**config.mk**
```make
export PLATFORM = sky130hd
export DESIGN_NAME = capture_sequencer
export DESIGN_NICKNAME = d
export VERILOG_FILES = /design/src/rtl/capture_sequencer.sv
export SDC_FILE = /design/constraint.sdc
export NUM_CORES = 1
export LEC_CHECK = 0
export ABC_AREA = 1
export CORE_UTILIZATION = 56
export CTS_BUF_LIST = sky130_fd_sc_hd__clkbuf_4
export DETAILED_ROUTE_END_ITERATION = 6
export PLACE_DENSITY = 0.82
export SLEW_MARGIN = 25
export SYNTH_ARGS = -nofsm -noshare
export SYNTH_HDL_FRONTEND = slang
export SYNTH_SLANG_ARGS = --single-unit
```
**constraint.sdc**
```tcl
create_clock -name pix_clk -period 2.9 [get_ports pix_clk]
set_input_delay 0.435 -clock pix_clk [delete_from_list [all_inputs] [get_ports pix_clk]]
set_output_delay 0.435 -clock pix_clk [all_outputs]
set_load 0.02 [all_outputs]
```
**src/rtl/capture_sequencer.sv**
```systemverilog
// capture_sequencer: arms on a software command and forwards only whole camera frames,
// checking the geometry of every forwarded frame against WIDTH x HEIGHT.
module capture_sequencer #(
    parameter int WIDTH      = 640,
    parameter int HEIGHT     = 512,
    parameter int DATA_WIDTH = 12,
    parameter int FCNT_W     = 8
) (
    input  logic                  pix_clk,
    input  logic                  rstb,
    input  logic                  cmd_start,
    input  logic                  cmd_abort,
    input  logic [FCNT_W-1:0]     cmd_nframes,
    input  logic                  in_fval,
    input  logic                  in_lval,
    input  logic                  in_dval,
    input  logic [DATA_WIDTH-1:0] in_data,
    output logic                  out_fval,
    output logic                  out_lval,
    output logic                  out_dval,
    output logic [DATA_WIDTH-1:0] out_data,
    output logic                  busy,
    output logic                  done,
    output logic [FCNT_W-1:0]     frames_done,
    output logic [15:0]           meas_lines,
    output logic                  geom_err
);
    typedef enum logic [1:0] {IDLE, WAIT_GAP, WAIT_FRAME, CAPTURE} state_t;
    state_t state;
    logic [FCNT_W-1:0] nframes, frames_next;
    logic abort_pending, pass, pix, line_close, line_ok, frame_end, last_frame;
    logic [15:0] pix_cnt, line_cnt, lines_total;

    assign pass = (state == WAIT_FRAME && in_fval) || state == CAPTURE;
    assign pix = pass && in_fval && in_lval && in_dval;
    // out_lval is exactly the forwarded lval of the previous cycle
    assign line_close = pass && out_lval && !(in_fval && in_lval);
    assign line_ok = line_close && pix_cnt != '0;
    assign frame_end = state == CAPTURE && !in_fval;
    assign lines_total = line_cnt + {15'd0, line_ok};
    assign frames_next = frames_done + FCNT_W'(1);
    assign last_frame = nframes != '0 && frames_next == nframes;
    assign busy = state != IDLE;

    always_ff @(posedge pix_clk or negedge rstb) begin
        if (!rstb) begin
            state <= IDLE;
            nframes <= '0;
            abort_pending <= 1'b0;
            pix_cnt <= '0;
            line_cnt <= '0;
            out_fval <= 1'b0;
            out_lval <= 1'b0;
            out_dval <= 1'b0;
            out_data <= '0;
            done <= 1'b0;
            frames_done <= '0;
            meas_lines <= '0;
            geom_err <= 1'b0;
        end else begin
            out_fval <= pass && in_fval;
            out_lval <= pass && in_fval && in_lval;
            out_dval <= pix;
            out_data <= pix ? in_data : '0;
            done <= 1'b0;
            if (pix && pix_cnt != 16'hFFFF)
                pix_cnt <= pix_cnt + 16'd1;
            if (line_close) begin
                pix_cnt <= '0;
                if (line_ok) begin
                    line_cnt <= line_cnt + 16'd1;
                    if (pix_cnt != 16'(WIDTH))
                        geom_err <= 1'b1;
                end
            end
            if (frame_end) begin
                pix_cnt <= '0;
                line_cnt <= '0;
                meas_lines <= lines_total;
                frames_done <= frames_next;
                if (lines_total != 16'(HEIGHT))
                    geom_err <= 1'b1;
            end
            case (state)
                IDLE: if (cmd_start && !cmd_abort) begin
                    nframes <= cmd_nframes;
                    frames_done <= '0;
                    geom_err <= 1'b0;
                    abort_pending <= 1'b0;
                    pix_cnt <= '0;
                    line_cnt <= '0;
                    state <= in_fval ? WAIT_GAP : WAIT_FRAME;
                end
                WAIT_GAP: state <= cmd_abort ? IDLE : in_fval ? WAIT_GAP : WAIT_FRAME;
                WAIT_FRAME: state <= cmd_abort ? IDLE : in_fval ? CAPTURE : WAIT_FRAME;
                CAPTURE: if (frame_end) begin
                    abort_pending <= 1'b0;
                    if (abort_pending || cmd_abort)
                        state <= IDLE;
                    else if (last_frame) begin
                        state <= IDLE;
                        done <= 1'b1;
                    end else
                        state <= WAIT_FRAME;
                end else if (cmd_abort)
                    abort_pending <= 1'b1;
                default: state <= IDLE;
            endcase
        end
    end
endmodule

```
==> flow_summary.yaml <==
sta:
  min_period_ns: 2.521
  skew_ns: 0.01500
  worst_pin_slew_ns: 0.7402
  post-route-period-util: 0.8692
  fin_ws_ns: 0.3793
  max_freq_mhz: 396.7
  report.final.slew_viol_count: 0
  hold_slack_ns: 0.03529
  fin_setup_tns_ns: 0
  rsz0062_at_grt: "no"
  max-slew-margin-rel: 0.5065
  hold_viol: 0
  setup_viol: 0
place:
  hpwl_mm: 7.912
  dp.cells: 755
  numPortBuffers: 68
  gp_congestion: 0.9306
  dpl_worst_slack_ns: 0.06156
synth:
  ys_types: 34
  synth_compound_area_frac: 0.08634
  ys_top_cells_by_area: "dfrtp_1, nand2_1, inv_1, nor2_1, nand3_1"
  synth_fp_nets: 621
  synth_cells: 588
  synthAdderAreaFrac: 0.01639
  synth-xor-area-share: 0.03607
  yosysSeqAreaShare: 0.4590
  synth_top_family_by_area: "simple AND/OR/NAND/NOR gates"
  synth.area.mux_share: 0
  synth_edf_count: 0
  ys_warn_count: 0
  yosys.area_share.simple: 0.3213
  avgSynthCellArea_um2: 7.788
  syn_area_um2: 4579
  ys_ff_latch: 84
  yosysTopAreaCellShare: 0.4590
  yosys_most_used_dff: "dfrtp_1"
  yosys.area.top_type: "dfrtp_1"
  ys_async_sr_fraction: 1.000
power:
  p_leak_nw: 2.641
  irDropWorstVdd_uv: 378.5
  powerDensity_nw_per_um2: 623.0
cts:
  cts_max_path_buffers: 2
  clock_sinks: 84
  cts_tree: "built"
  worst_skew_pair.late_latency_ns: 0.43
  post_cts_buffers: 0
  postCtsHoldBufs: 0
  cts_buffers: 9
  cts_root_buffer: "clkbuf_4"
  ctsResizeCount: 0
  clk_pin_slew_worst_paths_ns: 0.13
  h-tree-depth: 3
drt:
  drt-total-wl_mm: 10.58
  num_vias: 4131
  drt_iter0_drc: 245
  vias_per_cell: 5.358
  drtPass1Iterations: 7
  antenna_left: 0
  avgRoutedWirePerCell_um: 13.72
  drcViolationCount: 0
critical_path:
  cp.required_ns: 3.23
  crit_arrival_ns: 2.85
  critPathKind: "register to register"
  end_kind: "register"
  path_max_fanout: 6
  critPathLaunchType: "register"
grt:
  grt_pass1_wl_mm: 18.07
  grt_max_degree: 85
  antenna_found_initial: 0
  grt_pass1_vias: 3981
  grt_overflow: 0
  grt_usage: 0.2665
outcome:
  status: "completed"
die:
  die_h_um: 92.43
  die_x_um: 92.43
  core_area_um2: 7807
  rows: 32
  pin_count: 69
  start_util: 0.5865
  design.die.area_um2: 8543
flow_run:
  maxCapViolations: 0
layout:
  fillers: 655
  finish.utilization: 0.7067
  instances_no_fill: 771
  diodes: 0
  syn_to_final_growth_pct: 20.49
  drive_above_1_share: 0.09567
  num-nets-final: 697
min_path:
  min_path_type: "primary input to async pin"
==> layout make-up <==
class	instances	area, µm²	area share
clock inverters	5	52.55	0.009524
well taps	102	127.6	0.02313
multi-input cells	411	2107	0.3819
clock buffers	11	82.58	0.01497
flip-flops and latches	84	2102	0.3810
inverters	83	311.5	0.05646
repair buffers	75	734.5	0.1331
==> routing by layer <==
layer	up-vias	global-route usage	routed length, µm
li1	2022	-	-
met4	0	0.08464	211
met5	-	0	0
met3	23	0.06897	666
met1	1955	0.3433	4581
met2	131	0.4395	5116
==> critical path, stage by stage (launching register included) <==
cell,delay [ns]
dfrtp_1,0.41
inv_1,0.07
ha_1,0.20
nand3_1,0.12
nor2_1,0.06
nand2_1,0.10
nand2_4,0.06
inv_2,0.05
ha_1,0.15
ha_1,0.18
inv_1,0.07
nor2_4,0.18
nand2_1,0.09
o21ai_0,0.26
nand3_1,0.11
nor2_1,0.11
nand3_1,0.08
nand2_1,0.06
nand2_1,0.05
==> logic make-up after synthesis <==
| kind of cell | Yosys count |
|---|---|
| AND/OR/NAND/NOR | 315 |
| buffers and inverters | 93 |
| flip-flops | 84 |
| AO/OA/AOI/OAI | 72 |
| XOR/XNOR | 18 |
| adder cells (fa/ha/maj) | 6 |
==> registers in the layout, indices dropped and copies added (netlist names), 2 cells and up <==
name	count
nframes	8
pix_cnt	16
out_data	12
frames_done	8
meas_lines	16
state	2
line_cnt	16
==> metrics by stage <==
stage / area (µm²) / total power (W)
after floorplan: 4579 / 0.002296
after global placement: 5379 / 0.002751
after detailed placement: 5379 / 0.002787
after CTS: 5514 / 0.003457
after global routing: 5518 / 0.003673
final: 5518 / 0.003438
==> synth_stat cells (5+ instances only) <==
master    instances
a211oi_1          5
a21oi_1          22
a31oi_1           5
buf_2             5
dfrtp_1          84
ha_1              6
inv_1            75
inv_2             8
nand2_1         140
nand2_2          10
nand3_1          44
nand4_1          14
nor2_1           73
nor2_4           10
nor3_1            8
o21ai_0          30
xnor2_1           5
xor2_1           12
==> worst paths after layout <==
| check | cells past startpoint | slack (ns) | start | endpoint |
|---|---|---|---|---|
| setup / recovery | 18 | 0.38 | pix_cnt[0] | geom_err |
| hold / removal | 1 | 0.04 | rstb | pix_cnt[4] |
| setup reg to reg | 18 | 0.38 | pix_cnt[0] | geom_err |
| hold reg to reg | 2 | 0.50 | meas_lines[1] | meas_lines[1] |
| max in group asynchronous | 1 | 2.35 | rstb | line_cnt[2] |
| min in group pix_clk | 2 | 0.50 | meas_lines[1] | meas_lines[1] |
==> cells in the final DEF, fill, tap and decap left out, types with 12 or more instances in the layout <==
master / synthesis / layout
dfrtp_1: 84 / 84
a21oi_1: 22 / 22
nand2_1: 140 / 140
clkdlybuf4s50_1: 0 / 67
nor2_1: 73 / 73
o21ai_0: 30 / 30
nand3_1: 44 / 44
xor2_1: 12 / 12
nand4_1: 14 / 14
inv_1: 75 / 75
==> where the power goes <==
part | switching, W | internal [W]
logic | 0.000678 | 0.000497
registers | 0.000201 | 0.00139
clock network | 0.000393 | 0.000279
total | 0.00127 | 0.00216
No activity file was read; power rests on OpenSTA's default activity.
